`src/rtl/sr_latch_pkg.sv`:
```
// Shared types and constants for the SR latch sequencing controller.
package sr_latch_pkg;

  // Widths of the pulse and settle down-counters.
  localparam int PULSE_W  = 4;
  localparam int SETTLE_W = 4;

  typedef enum logic [2:0] {
    ST_IDLE,
    ST_PULSE,
    ST_SETTLE,
    ST_CHECK,
    ST_ACK
  } state_t;

endpackage

```
`src/rtl/sr_cell.sv`:
```
// Clocked SR latch model. S=R=1 is treated as illegal and holds state.
module sr_cell (
  input  logic clk,
  input  logic rst_n,
  input  logic s,
  input  logic r,
  output logic q,
  output logic qb
);

  // Latch storage: set, reset or hold; q and qb always move together.
  always_ff @(posedge clk or negedge rst_n) begin
    if (!rst_n) begin
      q  <= 1'b0;
      qb <= 1'b1;
    end else if (s && !r) begin
      q  <= 1'b1;
      qb <= 1'b0;
    end else if (r && !s) begin
      q  <= 1'b0;
      qb <= 1'b1;
    end
  end

endmodule

```
`src/rtl/sr_latch_ctrl.sv`:
```
// Round-robin arbitrated sequencer that pulses an SR latch to each
// requester's target value, waits for it to settle, reads it back and acks.
//
//   state     | meaning
//   ----------+---------------------------------------------------------
//   ST_IDLE   | waiting for a request; arbitration happens here
//   ST_PULSE  | driving s_o or r_o for PULSE_CYC cycles
//   ST_SETTLE | s_o=r_o=0 for SETTLE_CYC cycles before readback
//   ST_CHECK  | compare latch Q with the granted target, flag err on mismatch
//   ST_ACK    | schedule the one-cycle ack to the granted requester
module sr_latch_ctrl
  import sr_latch_pkg::*;
#(
  parameter int N_REQ      = 4,
  parameter int PULSE_CYC  = 2,
  parameter int SETTLE_CYC = 1
) (
  input  logic                     clk,
  input  logic                     rst_n,
  input  logic [N_REQ-1:0]         req,
  input  logic [N_REQ-1:0]         op,
  output logic [N_REQ-1:0]         ack,
  output logic [$clog2(N_REQ)-1:0] grant_id,
  output logic                     busy,
  output logic                     s_o,
  output logic                     r_o,
  output logic                     q_o,
  output logic                     qb_o,
  output logic                     err
);

  localparam int GW = $clog2(N_REQ);

  state_t              state;
  logic                op_q;
  logic [PULSE_W-1:0]  pulse_cnt;
  logic [SETTLE_W-1:0] settle_cnt;
  logic                q_cell;
  logic                qb_cell;
  logic                rr_hit;
  logic [GW-1:0]       rr_idx;
  logic [GW-1:0]       rr_cand;

  // Round-robin pick: first requester after the last grant, wrapping at N_REQ.
  always_comb begin
    rr_hit  = 1'b0;
    rr_idx  = '0;
    rr_cand = '0;
    for (int i = 1; i <= N_REQ; i++) begin
      rr_cand = GW'((int'(grant_id) + i) % N_REQ);
      if (!rr_hit && req[rr_cand]) begin
        rr_hit = 1'b1;
        rr_idx = rr_cand;
      end
    end
  end

  // Sequencing FSM with registered outputs and pulse/settle down-counters.
  // ack is issued on the edge leaving ST_ACK, so it is high during the first
  // IDLE cycle; arbitration is held off in that cycle so the requester has a
  // cycle to drop req before it is seen as a new request.
  // A target that already matches Q skips the pulse but still takes the
  // CHECK cycle, so every operation ends with a readback before its ack.
  always_ff @(posedge clk or negedge rst_n) begin
    if (!rst_n) begin
      state      <= ST_IDLE;
      grant_id   <= GW'(N_REQ - 1);
      op_q       <= 1'b0;
      pulse_cnt  <= '0;
      settle_cnt <= '0;
      s_o        <= 1'b0;
      r_o        <= 1'b0;
      ack        <= '0;
      busy       <= 1'b0;
      err        <= 1'b0;
    end else begin
      ack <= '0;
      case (state)
        ST_IDLE: begin
          if (rr_hit && (ack == '0)) begin
            grant_id <= rr_idx;
            op_q     <= op[rr_idx];
            busy     <= 1'b1;
            if (q_cell == op[rr_idx]) begin
              state <= ST_CHECK;
            end else begin
              state     <= ST_PULSE;
              pulse_cnt <= PULSE_W'(PULSE_CYC - 1);
              s_o       <= op[rr_idx];
              r_o       <= ~op[rr_idx];
            end
          end
        end
        ST_PULSE: begin
          if (pulse_cnt == '0) begin
            s_o <= 1'b0;
            r_o <= 1'b0;
            if (SETTLE_CYC == 0) begin
              state <= ST_CHECK;
            end else begin
              state      <= ST_SETTLE;
              settle_cnt <= SETTLE_W'(SETTLE_CYC - 1);
            end
          end else begin
            pulse_cnt <= pulse_cnt - 1'b1;
          end
        end
        ST_SETTLE: begin
          if (settle_cnt == '0) state <= ST_CHECK;
          else settle_cnt <= settle_cnt - 1'b1;
        end
        ST_CHECK: begin
          if (q_cell != op_q) err <= 1'b1;
          state <= ST_ACK;
        end
        ST_ACK: begin
          ack[grant_id] <= 1'b1;
          busy          <= 1'b0;
          state         <= ST_IDLE;
        end
        default: state <= ST_IDLE;
      endcase
    end
  end

  sr_cell u_cell (
    .clk   (clk),
    .rst_n (rst_n),
    .s     (s_o),
    .r     (r_o),
    .q     (q_cell),
    .qb    (qb_cell)
  );

  assign q_o  = q_cell;
  assign qb_o = qb_cell;

endmodule

```
`config.mk`:
```
export PLATFORM = sky130hd
export DESIGN_NAME = sr_latch_ctrl
export DESIGN_NICKNAME = d
export VERILOG_FILES = /design/src/rtl/sr_latch_pkg.sv /design/src/rtl/sr_cell.sv /design/src/rtl/sr_latch_ctrl.sv
export SDC_FILE = /design/constraint.sdc
export NUM_CORES = 1
export LEC_CHECK = 0
export CAP_MARGIN = 25
export CORE_MARGIN = 2
export CORE_UTILIZATION = 40
export CTS_CLUSTER_DIAMETER = 80
export DETAILED_ROUTE_END_ITERATION = 8
export PLACE_DENSITY = 0.58
export SLEW_MARGIN = 25
export SYNTH_ARGS = -nofsm -noshare
export SYNTH_HDL_FRONTEND = slang
export SYNTH_SLANG_ARGS = --single-unit
```
`constraint.sdc`:
```
create_clock -name clk -period 9.25 [get_ports clk]
set_input_delay 0.925 -clock clk [delete_from_list [all_inputs] [get_ports clk]]
set_output_delay 0.925 -clock clk [all_outputs]
set_load 0.05 [all_outputs]
```
## Word-level counts from Yosys, hierarchy flattened

Cells that the tools add are included.

- Register bits: 24
- Output and inout bits: 12
- Word-level logic and storage cells: 111

- Add/subtract/negate cells: 6
- Order comparisons: 7
- Equality and inequality tests: 12
- Multiplexer cells: 46
- Bitwise logic cells: 1
- Reductions and logical operators: 27

Operators with widths:

| kind | count |
|---|---|
| 4-bit 2-to-1 mux | 6 |
| 1-bit 2-to-1 mux | 20 |
| 2-bit by 3-bit < comparator with 1-bit output (second input constant) | 6 |
| 4-bit one-hot mux with 2 select lines | 2 |
| 4-bit logical NOT | 3 |
| 2-bit != test (second input constant) | 6 |
| 3-bit one-hot mux with 4 select lines | 1 |
| 1-bit binary-select mux with 2-bit select | 5 |
| 2-bit 2-to-1 mux | 5 |
| 3-bit 2-to-1 mux | 3 |
| 4-bit AND reduction | 2 |
| 2-bit nonzero test | 4 |
| 4-bit by 1-bit subtractor with 4-bit output (second input constant) | 2 |
| 1-bit logical AND | 7 |
| 3-bit by 2-bit == test with 1-bit output (second input constant) | 2 |
| 1-bit one-hot mux with 2 select lines | 3 |
| 2-bit AND reduction | 3 |
| 3-bit AND reduction | 2 |
| 1-bit logical NOT | 5 |
| 2-bit by 1-bit adder with 2-bit output (second input constant) | 2 |
| 2-bit adder (second input constant) | 2 |
| 3-bit by 1-bit == test with 1-bit output (second input constant) | 1 |
| 3-bit == test (second input constant) | 1 |
| 3-bit logical NOT | 1 |
| 5 further kinds | 5 |

## Longest topological paths before layout

- Word-level depth: 19
- Gate-level depth with buffers: 12
- Gate-level depth less buffers: 10

## Modules after synthesis

A second synthesis with hierarchy kept.

- Cell total of the unflattened synthesis: 171
- Area total of the unflattened synthesis: 1590.3 µm²

By module, submodules not included:

| module | instances | cells an instance | area each (µm²) | sequential area each (µm²) |
|---|---|---|---|---|
| sr_latch_ctrl | 1 | 163 | 1486.4 | 553.0 |
| sr_cell | 1 | 8 | 103.8 | 51.3 |

## Worst setup path after synthesis

No wires, ideal clock.

- Path kind: reg2reg
- From: register grant_id[0]
- To: register s_o
- Library setup time: 126 ps
- Arrival: 3520 ps
- Slack: 5603 ps
- Stages on the path, launching flop included: 13
- Buffers on the path: 2
- Clock period less this slack: 3647 ps
- Path through: dfstp_2 > buf_6 > clkbuf_1 > inv_1 > ha_1 > mux4_2 > nor2b_1 > o211a_1 > a311oi_2 > nand3_2 > and2_4 > mux2_4 > a311o_1

- Longest elaborated chain between the ends: 18
- Elaborated cells on any way between the ends: 36

Ends and longest elaborated chain:

| what | RTL line | source |
|---|---|---|
| start: declaration | sr_latch_ctrl.sv:23 | `output logic [$clog2(N_REQ)-1:0] grant_id,` |
| start signal: assignment | sr_latch_ctrl.sv:67 | `grant_id <= GW'(N_REQ - 1);` |
| start signal: assignment | sr_latch_ctrl.sv:81 | `grant_id <= rr_idx;` |
| 2-bit by 1-bit adder with 2-bit output | sr_latch_ctrl.sv:50 | `rr_cand = GW'((int'(grant_id) + i) % N_REQ);` |
| 1-bit binary-select mux with 2-bit select | sr_latch_ctrl.sv:51 | `if (!rr_hit && req[rr_cand]) begin` |
| 1-bit 2-to-1 mux (implied by the code) | sr_latch_ctrl.sv:51 |  |
| 1-bit 2-to-1 mux | sr_latch_ctrl.sv:51 |  |
| 1-bit logical NOT | sr_latch_ctrl.sv:51 |  |
| 1-bit logical AND | sr_latch_ctrl.sv:51 |  |
| 1-bit 2-to-1 mux | sr_latch_ctrl.sv:51 |  |
| 1-bit logical NOT | sr_latch_ctrl.sv:51 |  |
| [... 2 more ...] | - |  |
| 1-bit logical NOT | sr_latch_ctrl.sv:51 |  |
| 1-bit logical AND | sr_latch_ctrl.sv:51 |  |
| 2-bit 2-to-1 mux | sr_latch_ctrl.sv:51 |  |
| 1-bit binary-select mux with 2-bit select | sr_latch_ctrl.sv:84, sr_latch_ctrl.sv:89 |  |
| 1-bit 2-to-1 mux (implied by the code) | sr_latch_ctrl.sv:84, sr_latch_ctrl.sv:89 |  |
| 1-bit == test / 1-bit 2-to-1 mux (equally long branches) | sr_latch_ctrl.sv:84 | `if (q_cell == op[rr_idx]) begin` |
| 2-bit != test (no source line) / 1-bit 2-to-1 mux (equally long branches) | - |  |
| 4-bit AND reduction (no source line) / 1-bit one-hot mux with 2 select lines (equally long branches) | - |  |
| end signal: assignment | sr_latch_ctrl.sv:89 | `s_o <= op[rr_idx];` |
| end: declaration | sr_latch_ctrl.sv:25 | `output logic s_o,` |

Several ways; a longest one is shown, not always the timed one. The select of a mux whose other input is x is not followed.
A chain may end at the register's enable or synchronous reset.

## Worst setup path after layout

- From: input req[1]
- To: register s_o

- Longest elaborated chain between the ends: 17
- Elaborated cells on any way between the ends: 32

Ends and longest elaborated chain:

| what | RTL line | source |
|---|---|---|
| start: declaration | sr_latch_ctrl.sv:20 | `input logic [N_REQ-1:0] req,` |
| 1-bit binary-select mux with 2-bit select | sr_latch_ctrl.sv:51 |  |
| 1-bit 2-to-1 mux (implied by the code) | sr_latch_ctrl.sv:51 |  |
| 1-bit 2-to-1 mux | sr_latch_ctrl.sv:51 |  |
| 1-bit logical NOT | sr_latch_ctrl.sv:51 |  |
| 1-bit logical AND | sr_latch_ctrl.sv:51 |  |
| 1-bit 2-to-1 mux | sr_latch_ctrl.sv:51 |  |
| 1-bit logical NOT | sr_latch_ctrl.sv:51 |  |
| 1-bit logical AND | sr_latch_ctrl.sv:51 |  |
| 1-bit 2-to-1 mux | sr_latch_ctrl.sv:51 |  |
| 1-bit logical NOT | sr_latch_ctrl.sv:51 |  |
| 1-bit logical AND | sr_latch_ctrl.sv:51 |  |
| 2-bit 2-to-1 mux | sr_latch_ctrl.sv:51 |  |
| 1-bit binary-select mux with 2-bit select | sr_latch_ctrl.sv:84, sr_latch_ctrl.sv:89 |  |
| 1-bit 2-to-1 mux (implied by the code) | sr_latch_ctrl.sv:84, sr_latch_ctrl.sv:89 |  |
| 1-bit == test / 1-bit 2-to-1 mux (equally long branches) | sr_latch_ctrl.sv:84 |  |
| 2-bit != test (no source line) / 1-bit 2-to-1 mux (equally long branches) | - |  |
| 4-bit AND reduction (no source line) / 1-bit one-hot mux with 2 select lines (equally long branches) | - |  |

Several ways; a longest one is shown, not always the timed one. The select of a mux whose other input is x is not followed.

==> impl_results.md <==
- Number of failing hold endpoints at the final stage: 0
- Vias in the first global route: 1,271
- Share of synthesized area spent on multiplexers: between 10% and 20%
- Sum of negative setup slack: 0 ps
- Worst reg2reg setup slack: 5680 ps
- Largest cells by area after synthesis: dfrtp_1 (32%), ha_1 (6.8%), dfstp_2 (4.8%)
- Cell taking the most area after synthesis: dfrtp_1
- Antenna cells: 0
- Max incr delay on CP: 580 ps
- Worst Max-Slew Pin Slew: ~570 ps
- Filler-free cell count of the finished design: between 200 and 250
- Worst slew margin: 61.8%
- Clock sinks: 24
- Leading cell type in the layout, fill and taps excluded: dfrtp_1
- Via-to-Cell Ratio: 5.60
- DIE HEIGHT: 68.3 um
- Global-route wire length before repair: 5750 um
- Setup repair after global routing missed its margin: no
- Std-Cell Rows: 23
- Fraction of synthesized cell area in xor and xnor cells: 1.06%
- Compound-cell area share of the yosys netlist: 18.6%
- H-tree lvl count: 1
- Post-Route WL: between 3000 and 4000 um
- DRC Markers: 0
- Number of distinct library cells after synthesis: 54
- Flop and latch count out of synthesis: 24
- Leakage dissipation: 0.872 nW
- Avg WL per Cell: 14.3 um
- Maximum achievable frequency: approximately 280 MHz
- Number of gates given a new drive strength after cts: 0
- Placeable core area: ~4000 um2
- Die width: 68.3 um
- Worst hold slack: 483 ps
- I/O pin cnt: 22
- HPWL Detailed: 2660 um
- Main combinational cell family by area after synthesis: simple AND/OR/NAND/NOR gates
- Clock skew after layout: 3.25 ps
- Syn nets: 191
- Area delta synth->final: 17.0%
- CTS tree: yes
- Antenna violations before repair: 0
- Start of the worst register-to-register path: grant_id[0]
- Final critical-path required period: 3610 ps
- Startpoint type of the worst setup path: primary input
- CTS Buffer Depth: 2
- Number of nets with antenna violations after detailed routing: 0
- Count of input and output buffers: 21
- Max-cap check violation count: 0
- Area fraction of the dominant cell type after synthesis: 31.8%
- Starting density of the core: 41.3%
- Synthesized-area fraction occupied by and/or/nand/nor cells: 20.2%
- Syn. warnings: 0
- Cell count after synthesis: between 150 and 200
- Fillers: 394
- Pin count of the biggest net entering global routing: 25
- Multi-input gate area in the final layout: ~960 um2
- Setup slack after placement: 5380 ps
- Category of the critical setup timing path: in -> reg
- Synthesized area: 1650 um2
- Ys flop type: dfrtp_1
- Clock tree root buffer cell: clkbuf_8
- Area of all sequential standard cells: between 600 and 700 um2
- Slowest-stage cell, CP: mux4_2
- Worst path required time: 9390 ps
- Number of synthesized flops with an enable pin: 0
- Overall track demand over capacity in global routing: 16.3%
- Critical path, cell by cell: clkdlybuf4s50_1, mux4_2, nor2b_1, nor3_1, or3b_1, nand3_1, and2_4, mux2_4, a311o_1
- Post-synthesis share of cell area spent on full adders, half adders and majority gates: 6.82%
- CP Data Arrival Time: 3750 ps
- Mean area per synthesized cell: 9.60 um2
- Worst-case setup margin in the final layout: 5640 ps
- Termination of the worst setup path: s_o
- CTS hold repair buffers: 0
- Classification of the worst-slack hold path: reg -> reg
- Launching instance or port of the critical path: req[1]
- Length in cells of the worst reg-to-reg path: 10
- Clock transition at the registers of the reported paths: 80 ps
- Final count of pins violating max slew: 0
- Routability Congestion: 0.813
- Nets@finish: 209
- Placed instance count: ~240
- Critical register-to-register path endpoint: pulse_cnt[1]
- Largest driver fanout on the critical path: 10
- Post-synthesis sequential area ratio: a little over a third
- Area enclosed by the die boundary: 4660 um2
- GRT Residual Overflow: 0
- Capturing element type of the critical path: flip-flop
- Setup repair bufs after CTS: 0
- P per Cell Area: roughly 350 nW/um2
- Leading cell types in the layout, fill and taps excluded: dfrtp_1 (21), clkdlybuf4s50_1 (20), nor2_1 (13), nand2_1 (12)
- Drt pass-1 iters: 4
- Clock Latency Late Sink: 260 ps
- Inserted Clock Buffers: 3
- Via Count: 1,339
- Worst ir drop on vdd: 0.121 mV
- Fraction of registers with async set/reset: 100%
- Final setup violation count: 0
- Result of the run: completed
- Final period util: slightly below 40%
- Layout cells sized above 1: 11.6%
- Iteration-0 DRC count of the detailed router: 15
- Total power: 675 uW
[critical path, delay by kind of cell]
kind | cells | cell delay [ps]
AND/OR/NAND/NOR | 5 | 1050
buffers and inverters | 1 | 550
multiplexers | 2 | 880
AO/OA/AOI/OAI | 1 | 350
[logic make-up (layout without fill, tap and decap cells)]
kind of cell	after synthesis	count (layout)
AO/OA/AOI/OAI	44	44
XOR/XNOR	2	2
adder cells (fa/ha/maj)	9	9
buffers and inverters	19	36
flip-flops	24	24
multiplexers	13	13
AND/OR/NAND/NOR	61	61
[worst min path at each step]
| stage | start | to | slack, ps | depth (start not counted) |
|---|---|---|---|---|
| 2_1_floorplan | settle_cnt[3] | settle_cnt[3] | 450 | 1 |
| 3_3_place_gp | settle_cnt[3] | settle_cnt[3] | 460 | 1 |
| 3_5_place_dp | err | err | 470 | 1 |
| 4_1_cts | u_cell.qb | u_cell.qb | 490 | 2 |
| 5_1_grt | u_cell.qb | u_cell.qb | 510 | 2 |
| 6_report | err | err | 480 | 1 |
[stage by stage]
stage	instance area [um2]	util [%]
final	1930	48.3
after global routing	1930	48.3
after floorplan	1650	-
after global placement	1880	47.0
after CTS	1930	48.3
after detailed placement	1880	46.9
[metal layers]
layer / GRT usage (%) / vias up / share of wire [%]
met5: 0 / - / 0
met4: 5.25 / 0 / 0.79
met3: 0.987 / 2 / 1.5
met2: 30.0 / 13 / 52
met1: 20.1 / 659 / 46
li1: - / 665 / -
[layout make-up]
class | count | share of cell area, %
Clock buffer | 4 | 2.85
Timing Repair Buffer | 21 | 10.6
Tap cell | 50 | 3.24
Multi-Input combinational cell | 129 | 49.9
Sequential cell | 24 | 31.3
Inverter | 11 | 2.14
[power by group]
part           internal (mW)  total (mW)  leakage [nW]  switching (mW)
Sequential             0.142       0.194         0.303          0.0523
Clock                 0.0379      0.0693        0.0288          0.0314
Combinational          0.186       0.411         0.541           0.225
Total                  0.366       0.675         0.872           0.309
[state kept, by name (all words and copies together) (netlist names)]
name / cells
settle_cnt: 4
pulse_cnt: 4
u_cell.qb: 1
op_q: 1
u_cell.q: 1
state: 3
ack: 4
err: 1
grant_id: 2
busy: 1
s_o: 1
r_o: 1
[cells in the mapped netlist, drive strengths merged (4+ instances only)]
library cell	number
mux2i	5
a21oi	11
nor3	4
a21o	4
mux4	4
buf	5
ha	9
mux2	4
nand3	6
o21ai	8
o22ai	4
inv	11
nor2	13
nand2	12
and2	6
dfrtp	21
(Power assumes the default switching activity.)
